## config.mk

```make
export PLATFORM = sky130hd
export DESIGN_NAME = servo_pwm_gen
export DESIGN_NICKNAME = d
export VERILOG_FILES = /design/src/rtl/servo_pwm_gen.sv
export SDC_FILE = /design/constraint.sdc
export NUM_CORES = 1
export LEC_CHECK = 0
export BUFFER_PORTS_ARGS = -buffer_cell sky130_fd_sc_hd__buf_2
export CAP_MARGIN = 30
export CORE_MARGIN = 2
export CORE_UTILIZATION = 50
export DETAILED_ROUTE_END_ITERATION = 10
export PLACE_DENSITY = 0.78
export SLEW_MARGIN = 15
export SYNTH_ARGS = -nofsm -noshare
export SYNTH_HDL_FRONTEND = slang
export SYNTH_SLANG_ARGS = --single-unit
```

## constraint.sdc

```tcl
create_clock -name clk -period 2 [get_ports clk]
set_input_delay 0.4 -clock clk [delete_from_list [all_inputs] [get_ports clk]]
set_output_delay 0.4 -clock clk [all_outputs]
set_load 0.03 [all_outputs]
```

## src/rtl/servo_pwm_gen.sv

```systemverilog
// Three-channel servo PWM generator: one shared frame counter, per-channel
// double-buffered pulse widths committed only at the frame boundary.
module servo_pwm_gen #(
   parameter int unsigned PERIOD    = 1000000,
   parameter int unsigned MAX_PULSE = 125000
) (
   input  logic        clk,
   input  logic        reset_n,
   input  logic        load,
   input  logic [19:0] x_value,
   input  logic [19:0] y_value,
   input  logic [19:0] fire_value,
   output logic        pwm_x,
   output logic        pwm_y,
   output logic        pwm_fire,
   output logic        frame_tick,
   output logic        upd_ack
);

   localparam logic [19:0] LAST  = 20'(PERIOD - 1);
   localparam logic [19:0] LIMIT = 20'(MAX_PULSE);

   logic [19:0] cnt_q, cnt_d;
   logic [19:0] pend_x_q, pend_x_d, pend_y_q, pend_y_d, pend_f_q, pend_f_d;
   logic [19:0] act_x_q, act_x_d, act_y_q, act_y_d, act_f_q, act_f_d;
   logic        pend_flag_q, pend_flag_d;
   logic        pwm_x_q, pwm_x_d, pwm_y_q, pwm_y_d, pwm_f_q, pwm_f_d;
   logic        tick_q, tick_d;
   logic        ack_q, ack_d;
   logic        wrap;

   function automatic logic [19:0] sat(input logic [19:0] v);
      return (v > LIMIT) ? LIMIT : v;
   endfunction

   always_comb begin
      wrap  = (cnt_q == LAST);
      cnt_d = wrap ? '0 : cnt_q + 20'd1;

      pend_x_d = load ? sat(x_value)    : pend_x_q;
      pend_y_d = load ? sat(y_value)    : pend_y_q;
      pend_f_d = load ? sat(fire_value) : pend_f_q;
      pend_flag_d = wrap ? 1'b0 : (load | pend_flag_q);

      act_x_d = act_x_q;
      act_y_d = act_y_q;
      act_f_d = act_f_q;
      // A load on the last cycle of the frame skips the pending stage.
      if (wrap) begin
         if (load) begin
            act_x_d = sat(x_value);
            act_y_d = sat(y_value);
            act_f_d = sat(fire_value);
         end else if (pend_flag_q) begin
            act_x_d = pend_x_q;
            act_y_d = pend_y_q;
            act_f_d = pend_f_q;
         end
      end

      ack_d  = wrap & (load | pend_flag_q);
      tick_d = wrap;

      pwm_x_d = (cnt_q < act_x_q);
      pwm_y_d = (cnt_q < act_y_q);
      pwm_f_d = (cnt_q < act_f_q);
   end

   always_ff @(posedge clk or negedge reset_n) begin
      if (!reset_n) begin
         cnt_q       <= '0;
         pend_x_q    <= '0;
         pend_y_q    <= '0;
         pend_f_q    <= '0;
         pend_flag_q <= 1'b0;
         act_x_q     <= '0;
         act_y_q     <= '0;
         act_f_q     <= '0;
         pwm_x_q     <= 1'b0;
         pwm_y_q     <= 1'b0;
         pwm_f_q     <= 1'b0;
         tick_q      <= 1'b0;
         ack_q       <= 1'b0;
      end else begin
         cnt_q       <= cnt_d;
         pend_x_q    <= pend_x_d;
         pend_y_q    <= pend_y_d;
         pend_f_q    <= pend_f_d;
         pend_flag_q <= pend_flag_d;
         act_x_q     <= act_x_d;
         act_y_q     <= act_y_d;
         act_f_q     <= act_f_d;
         pwm_x_q     <= pwm_x_d;
         pwm_y_q     <= pwm_y_d;
         pwm_f_q     <= pwm_f_d;
         tick_q      <= tick_d;
         ack_q       <= ack_d;
      end
   end

   assign pwm_x      = pwm_x_q;
   assign pwm_y      = pwm_y_q;
   assign pwm_fire   = pwm_f_q;
   assign frame_tick = tick_q;
   assign upd_ack    = ack_q;

endmodule

```

==> results of run 1 <==
## layout by cell type, fill, tap and decap left out, types with 4 or more instances in the layout
cell type / count
o2bb2ai_1: 15
buf_6: 6
a32o_1: 4
mux2i_1: 16
or4_1: 4
nand3_1: 15
o41a_1: 14
buf_2: 66
buf_4: 86
bufinv_16: 8
nor2_1: 42
xor2_1: 7
a21oi_1: 20
mux2_4: 22
a31oi_1: 31
xnor2_1: 9
clkbuf_16: 17
and4_1: 6
o31ai_1: 8
o31ai_2: 6
nand4_1: 11
buf_12: 5
o21ai_0: 16
o21ai_1: 6
nor2b_1: 17
ha_1: 57
o21a_1: 4
inv_1: 72
nor3_1: 9
and3_1: 4
a21o_1: 7
dfrtp_1: 143
o31a_1: 17
o22a_1: 5
nand2_1: 49
## cell usage after synthesis, drive strengths merged, types with 2 or more instances
cell type  instances
inv               76
dfrtp            146
o41a              14
a41o               3
buf               10
and3               4
o31ai             14
or3                2
a31o               2
a21o               7
ha                58
mux2              24
nand3             16
o21a               4
o2bb2ai           15
or2                2
clkbuf            21
a32o               4
o22a               5
a31oi             31
o31a              17
a22o               3
nor2              43
nor2b             17
a21oi             20
a2111oi            2
xor2               7
mux2i             17
nand2b             2
and4               6
o21ai             23
nor4               7
nand4             13
nor3              11
xnor2              9
nand2             50
or4                7
o211ai             3
## report_power, final
| group | leakage [nW] | switching [mW] | internal, mW |
|---|---|---|---|
| Combinational | 2.50 | 0.283 | 0.189 |
| Clock | 0.342 | 1.27 | 2.60 |
| Sequential | 1.82 | 0.0247 | 3.02 |
## kinds of logic (layout without fill, tap and decap cells)
family / Yosys count / in the layout / share of synthesized area [%]
adder cells (fa/ha/maj): 58 / 58 / 9.46
buffers and inverters: 107 / 277 / 5.48
AO/OA/AOI/OAI: 174 / 174 / 17.0
multiplexers: 41 / 41 / 5.74
flip-flops: 146 / 146 / 47.6
XOR/XNOR: 16 / 16 / 1.83
AND/OR/NAND/NOR: 184 / 184 / 12.9
## cell type report
type / count / area [sq um]
Fill cell: 1146 / 5140
Multi-Input combinational cell: 473 / 3790
Sequential cell: 146 / 3660
Timing Repair Buffer: 169 / 1270
Clock buffer: 19 / 433
Inverter: 76 / 290
Clock inverter: 13 / 279
Tap cell: 188 / 235
## sequential cells by signal (all words and copies together), names as in the netlist
register / count
act_f_q: 20
act_x_q: 20
act_y_q: 20
cnt_q: 20
pend_f_q: 20
pend_x_q: 20
pend_y_q: 20
frame_tick: 1
pend_flag_q: 1
pwm_fire: 1
pwm_x: 1
pwm_y: 1
upd_ack: 1
## worst paths after layout
path / end / slack, ps
setup / recovery: pwm_fire / -100
hold / removal: pend_y_q[1] / 180
setup reg to reg: pwm_fire / -100
hold reg to reg: pend_y_q[1] / 480
max in group asynchronous: pend_x_q[19] / 880
min in group asynchronous: pend_y_q[2] / 430
## worst max-delay path, stage by stage (launching register included)
cell and delay [ps]:
dfrtp_1 510, ha_1 380, and4_1 230, nand2_1 80, or4_4 540, nand4_1 150
a31oi_1 100
## routing by layer
| layer | vias to the layer above | global-route usage [%] |
|---|---|---|
| li1 | 2974 | - |
| met1 | 3081 | 33.2 |
| met2 | 141 | 43.8 |
| met3 | 33 | 4.47 |
| met4 | 0 | 7.43 |
| met5 | - | 0 |
## timing repair
action	in CTS	in global routing
hold endpoints to repair	34	0
hold buffers	1	0
buffers inserted	9	1
setup endpoints to repair	53	74
pin swaps	4	3
gates cloned	3	0
resized for setup	38	23
## stage by stage
stage / util (%) / power [mW]
2_1_floorplan: - / 3.29
3_3_place_gp: 58.7 / 3.53
3_5_place_dp: 58.7 / 3.55
4_1_cts: 65.3 / 7.39
5_1_grt: 65.9 / 7.61
6_report: 65.9 / 7.38
==> impl_metrics.ini, run 1 <==
[synth]
synthArstFlopShare_pct = 100
ys_ff_latch = 146
syn_avg_cell_area_sq_um = 10.6
yosysWarnings = 0
yosysUniqueCellTypes = 62
synth.top_cell.area_share_pct = 47.6
syn_inst = 726
synth_edf_count = 0
synth_top_cell_by_area = dfrtp_1
synthFlopType = dfrtp_1
synth_top_cells_by_area = dfrtp_1, ha_1, inv_1
synth_nets = 847
ys_seq_area_share_pct = 47.6
syn_area_sq_um = 7670

[timing]
slew_headroom_pct = 56.5
fin_tns_setup_ps = -1100
fin_skew_ps = 6.51
holdWs_ps = 178
maxSlewViolCount = 0
grt_setup_unrepaired = true
hold_viol = 0
fin_crit_ps = 2100
min_period_over_period_pct = 105
fmax_mhz = 475
worst_slack_ps = -103
setup_viol = 34
worst_pin_slew_ps = 646

[die]
pin_count = 68
die_y_microns = 128
die_area_sq_um = 16300
initial_core_util_pct = 50.8
rows = 45
core_sq_um = 15100
fp.dieW_microns = 128

[clock_network]
root_buffer = clkbuf_16
clkLatencyLatePin_ps = 440
cts_tree = yes
clock-sinks = 146
clkTransAtPathRegs_ps = 60
clockBufferDepth = 2
cts_buffers = 17
ctsHtreeMaxLevel = 4

[route]
wl_met1_microns = 8810
drc_errors = 0
dr.first_iter.drc_count = 392
wl_met3_microns = 690
wl_met2_microns = 10100
viasPerCell = 5.75
first_pass_iters = 5
ant_nets = 0
post_drt_wl_per_cell_microns = 18.4
vias = 6229
dr.max_layer_used = met4
routed_wl_microns = 19900

[worst_setup_path]
worst-setup-path-type = reg -> reg
end_kind = flop
crit_required_ps = 2320
start_kind = flop
critPathMaxFanout = 7
reg2reg_depth = 6
crit_start = cnt_q[10]
cp_data_arrival_time_ps = 2420
reg2reg_from = cnt_q[10]

[finish]
drive_gt1_share_pct = 29.0
fin_nets = 1004
stdcell_count = 1084
syn2layout_area_growth_pct = 29.7
stdcell_area_sq_um = 9950
antenna_cells = 0

[outcome]
status = finished, violations left
violations = negative setup slack

[global_routing]
grt_pass1_vias = 6424
antenna_found_initial = 0
grt_max_degree = 51
grt_pass1_wl_microns = 32600
grtUsageTotal_pct = 25.5
gr-total-overflow = 0

[placement]
place_congestion = 0.884
place_hpwl_microns = 13700
dp.cells = 1039
dpl_cell_area_sq_um = 8860
io_buffers = 67
preCtsSetupSlack_ps = -400

[flow_run]
drv_cap = 0

[pwr]
worst_ir_drop_vdd_v = 0.000727
p_leak_nw = 4.66
cellPowerDensity_nw_per_um2 = 742

[min_path]
min-delay-start = y_value[1]
hold_class = in -> reg
hold_path_depth = 3
No activity file was read; power rests on OpenSTA's default activity.
==> run 2, diff against run 1 <==
Settings changed: BUFFER_PORTS_ARGS -buffer_cell sky130_fd_sc_hd__buf_2 to -buffer_cell sky130_fd_sc_hd__buf_4.
==> run 2 against run 1 <==
The flow still finishes with violations (negative setup slack). Routed wire length increased by 5.0%. First-iteration DRC count decreased by 3.8%. Sequential share of layout area decreased by 0.63 points. Sequential power about the same. Non-clock buffer count increased by 2.
==> impl_metrics.ini, run 2 (synthesis results as in run 1) <==
[clock_network]
clock-sinks = 146
cts_buffers = 17
clkTransAtPathRegs_ps = 60
cts_tree = yes
clockBufferDepth = 2
ctsHtreeMaxLevel = 4
root_buffer = clkbuf_16
clkLatencyLatePin_ps = 420

[worst_setup_path]
reg2reg_from = cnt_q[15]
worst-setup-path-type = reg -> reg
cp_num_buf_inv = 3
end_kind = flop
reg2reg_depth = 8
regToRegEndpoint = act_f_q[16]
critPathTopFamily = simple AND/OR/NAND/NOR gates
path_depth = 8
crit_required_ps = 2360
path_cells = nor4_4 -> nand4_4 -> nor4_4 -> buf_4 -> buf_8 -> clkbuf_16 -> mux2i_1 -> o41a_1
crit_top_cell = nor4_4
critPathMaxFanout = 6
start_kind = flop
slowest_delay_ps = 430
cp_data_arrival_time_ps = 2460
cp_slowest_cell = dfrtp_2
reg2reg_slack_ps = -100

[die]
initial_core_util_pct = 50.8
die_y_microns = 128
fp.dieW_microns = 128
die_area_sq_um = 16300
pin_count = 68
rows = 45
core_sq_um = 15100

[finish]
layout_common_cells = buf_4, dfrtp_1, inv_1
antenna_cells = 0
stdcell_area_sq_um = 10100
syn2layout_area_growth_pct = 32.3
drive_gt1_share_pct = 31.1
final_util_pct = 67.2
fin_nets = 1008
stdcell_count = 1086
layout_commonest_cell = buf_4

[timing]
maxSlewViolCount = 0
min_period_over_period_pct = 105
slew_headroom_pct = 50.6
holdWs_ps = 192
fin_crit_ps = 2100
fin_tns_setup_ps = -979
worst_slack_ps = -100
worst_pin_slew_ps = 741
fin_skew_ps = 9.19
grt_setup_unrepaired = true
hold_viol = 0
fmax_mhz = 476
setup_viol = 33

[pwr]
total_power_mw = 7.04
cellPowerDensity_nw_per_um2 = 694
worst_ir_drop_vdd_v = 0.000604
p_leak_nw = 4.71

[route]
dr.first_iter.drc_count = 377
routed_wl_microns = 20900
drc_errors = 0
vias = 6445
viasPerCell = 5.93
post_drt_wl_per_cell_microns = 19.2
ant_nets = 0
first_pass_iters = 5

[placement]
preCtsSetupSlack_ps = -393
place_hpwl_microns = 13600
dpl_cell_area_sq_um = 9020
place_congestion = 0.890
dp.cells = 1037
io_buffers = 67

[global_routing]
gr-total-overflow = 0
grt_pass1_vias = 6439
grt_max_degree = 52
grtUsageTotal_pct = 25.7
antenna_found_initial = 0
grt_pass1_wl_microns = 32700

[min_path]
min-delay-start = y_value[1]
min_to = pend_y_q[1]
hold_path_depth = 3
hold_class = in -> reg

[outcome]
status = finished, violations left
violations = negative setup slack

[flow_run]
drv_cap = 0
run 2: changes by cell type in the layout (fill, tap and decap cells not counted), moves of 3 or more:
cell,change
buf_2,-66
o31ai_1,-7
dfrtp_2,+6
ha_4,+5
bufinv_16,-3
o31ai_2,+7
buf_16,-3
mux2_4,-11
ha_1,-5
buf_4,+65
dfrtp_1,-6
mux2_2,+9
run 2: worst max-delay path by stage:
stage                         from           to  slack, ps
finish                   cnt_q[15]  act_f_q[16]       -100
global route             cnt_q[15]  act_f_q[16]       -180
CTS                      cnt_q[15]  act_x_q[15]        -60
detailed placement  fire_value[13]  act_f_q[14]       -390
global placement    fire_value[13]  act_f_q[16]       -370
floorplan                 cnt_q[1]  act_f_q[14]        -60
run 2: layout make-up:
type	count	area, sq um
fill	1133	4950
timing repair buffer	171	1460
clock inverter	9	180
clock buffer	21	460
sequential	146	3660
timing repair inverter	1	6.26
inverter	76	290
multi-input combinational	474	3850
tap	188	235
run 2: power breakdown:
part | switching (mW) | internal (mW) | leakage (nW)
logic | 0.290 | 0.224 | 2.59
clock network | 1.22 | 2.27 | 0.309
registers | 0.0253 | 3.02 | 1.81
run 2: layer usage:
| layer | up-vias | wire, microns | track usage (%) |
|---|---|---|---|
| li1 | 2984 | - | - |
| met1 | 3198 | 8970 | 33.1 |
| met2 | 213 | 10300 | 43.3 |
| met3 | 50 | 1060 | 5.47 |
| met4 | 0 | 577 | 9.05 |
| met5 | - | 0 | 0 |
run 2: tightest hold or removal path, stage by stage:
cell,delay (ps)
buf_4,80
nand2_1,50
nand2_1,50
run 2: what timing repair did:
item	CTS	global route
hold endpoints to repair	39	0
pin swaps	6	7
gates cloned	2	4
setup buffers	4	10
endpoints found under the setup margin	60	61
resized for setup	33	39
hold buffers	1	0
==> run 3, diff against run 2 <==
Settings changed: ABC_AREA set to 1.
==> run 3 against run 2 <==
Via count grew 5.6%. The run now ends clean. Critical path type unchanged. Register-to-register slack gained 260 ps. Die area grew 4.9%. Highest routed layer unchanged.
==> impl_metrics.ini, run 3 <==
[finish]
seq_area_sq_um = 3650
final_util_pct = 60.2
fin_nets = 1258
layout_common_cells = nand2_1, inv_1, dfrtp_1
stdcell_count = 1365
syn2layout_area_growth_pct = 18.2
multi_input_area_sq_um = 3600
num-fill-cells = 1384
drive_gt1_share_pct = 12.1
antenna_cells = 0
layout_commonest_cell = nand2_1

[pwr]
seqPwrFrac_pct = 46.1
worst_ir_drop_vdd_v = 0.000554
comb_power_share_pct = 7.7
switching_share_pct = 23.7
clock_power_share_pct = 46.2
p_int_mw = 5.07
cellPowerDensity_nw_per_um2 = 697
p_sw_mw = 1.58
total_power_mw = 6.64
p_leak_nw = 5.20

[timing]
maxSlewViolCount = 0
fin_skew_ps = 9.65
worst_slack_ps = 158
min_period_over_period_pct = 92.1
fmax_mhz = 543
fin_tns_setup_ps = 0
slew_headroom_pct = 64.8
worst_pin_slew_ps = 523
setup_viol = 0
fin_crit_ps = 1840
grt_setup_unrepaired = false
hold_viol = 0

[min_path]
hold_path_depth = 3
hold_class = in -> reg

[worst_setup_path]
reg2reg_depth = 8
worst-setup-path-type = reg -> reg
start_kind = flop
end_kind = flop
crit_required_ps = 2320
reg2reg_slack_ps = 160
critPathMaxFanout = 5
cp_data_arrival_time_ps = 2160

[synth]
synth_top_cells_by_area = dfrtp_1, nand2_1, ha_1
ys_seq_area_share_pct = 45.3
ys_ff_latch = 146
synthArstFlopShare_pct = 100
yosysWarnings = 0
synthSimpleGateAreaFrac_pct = 28.6
yosysUniqueCellTypes = 30
synth_edf_count = 0
syn_avg_cell_area_sq_um = 7.70
synthFlopType = dfrtp_1
synth_top_cell_by_area = dfrtp_1
synth_xor_area_share_pct = 1.20
synth_adder_area_share_pct = 9.00
synth_nets = 1168
syn_inst = 1047
muxShareOfSynthArea_pct = 0
ys_top_cells_by_count = nand2_1, inv_1, dfrtp_1
yosysMostFrequentCell = nand2_1
synth_compound_area_share_pct = 5.95
syn_area_sq_um = 8060
synth.top_cell.area_share_pct = 45.3
synth_top_family_by_area = simple AND/OR/NAND/NOR gates

[clock_network]
clkLatencyLatePin_ps = 430
clockBufferDepth = 2
hold_buffers = 1
ctsHtreeMaxLevel = 4
cts_buffers = 17
root_buffer = clkbuf_16
clkTransAtPathRegs_ps = 60
cts_tree = yes
post_cts_buffers = 0
clock-sinks = 146
ctsResizeCount = 0

[placement]
dp.cells = 1333
place_hpwl_microns = 12800
io_buffers = 67
place_congestion = 0.937
preCtsSetupSlack_ps = 229

[global_routing]
grt_max_degree = 49
gr-total-overflow = 0
grt_pass1_wl_microns = 29900
antenna_found_initial = 0
grt_pass1_vias = 6330
grtUsageTotal_pct = 22.4

[route]
vias = 6805
drc_errors = 0
viasPerCell = 4.99
first_pass_iters = 5
post_drt_wl_per_cell_microns = 13.2
routed_wl_microns = 18000
ant_nets = 0
dr.first_iter.drc_count = 384

[flow_run]
drv_cap = 0

[die]
die_area_sq_um = 17200
pin_count = 68
fp.dieW_microns = 131
initial_core_util_pct = 50.9
rows = 46
die_y_microns = 131
core_sq_um = 15800

[outcome]
status = finished clean
run 3: power groups by stage:
stage / clock [mW] / sequential [mW] / combinational [mW]
after floorplan: 0 / 3.11 / 0.250
after global placement: 0 / 3.11 / 0.501
after detailed placement: 0 / 3.12 / 0.513
after CTS: 3.11 / 3.06 / 0.519
after global routing: 3.22 / 3.07 / 0.589
final: 3.07 / 3.06 / 0.511
run 3: layout make-up:
cell class	count	share of cell area, %
Sequential cell	146	38.4
Timing Repair Buffer	104	8.92
Inverter	155	6.11
Multi-Input combinational cell	713	37.8
Tap cell	216	2.84
Clock inverter	13	1.44
Clock buffer	18	4.50
run 3: critical path: stages, from the launching register on:
cell     delay (ps)
dfrtp_1         360
buf_4           150
nand3_1         140
nor2_1          190
nand2_1         140
nor3_1          440
nand4_1         160
nand2_1          90
nor2_1           50
run 3: metal layers:
layer	share of wire, %	GRT usage (%)	wire length (microns)	vias to the layer above
met5	0	0	0	-
li1	-	-	-	3447
met4	2.4	8.82	425	0
met1	46	31.6	8240	3121
met3	5.9	3.62	1060	28
met2	46	34.9	8250	209
run 3: final timing paths:
check / startpoint / to
setup / recovery: cnt_q[0] / cnt_q[13]
hold / removal: x_value[1] / pend_x_q[1]
setup reg to reg: cnt_q[0] / cnt_q[13]
hold reg to reg: pend_x_q[19] / pend_x_q[19]
max in group asynchronous: reset_n / pend_f_q[2]
min in group asynchronous: reset_n / act_y_q[4]
run 3: logic make-up (layout without fill, tap and decap cells):
| family | Yosys count | in the layout |
|---|---|---|
| adder cells (fa/ha/maj) | 58 | 58 |
| buffers and inverters | 188 | 290 |
| AND/OR/NAND/NOR | 551 | 551 |
| flip-flops | 146 | 146 |
| AO/OA/AOI/OAI | 93 | 93 |
| XOR/XNOR | 11 | 11 |
run 3: per-stage QoR:
step	cell area, sq um	hold WS, ps
after floorplan	8060	104
after global placement	8950	374
after detailed placement	8950	378
after CTS	9530	244
after global routing	9530	271
final	9530	248
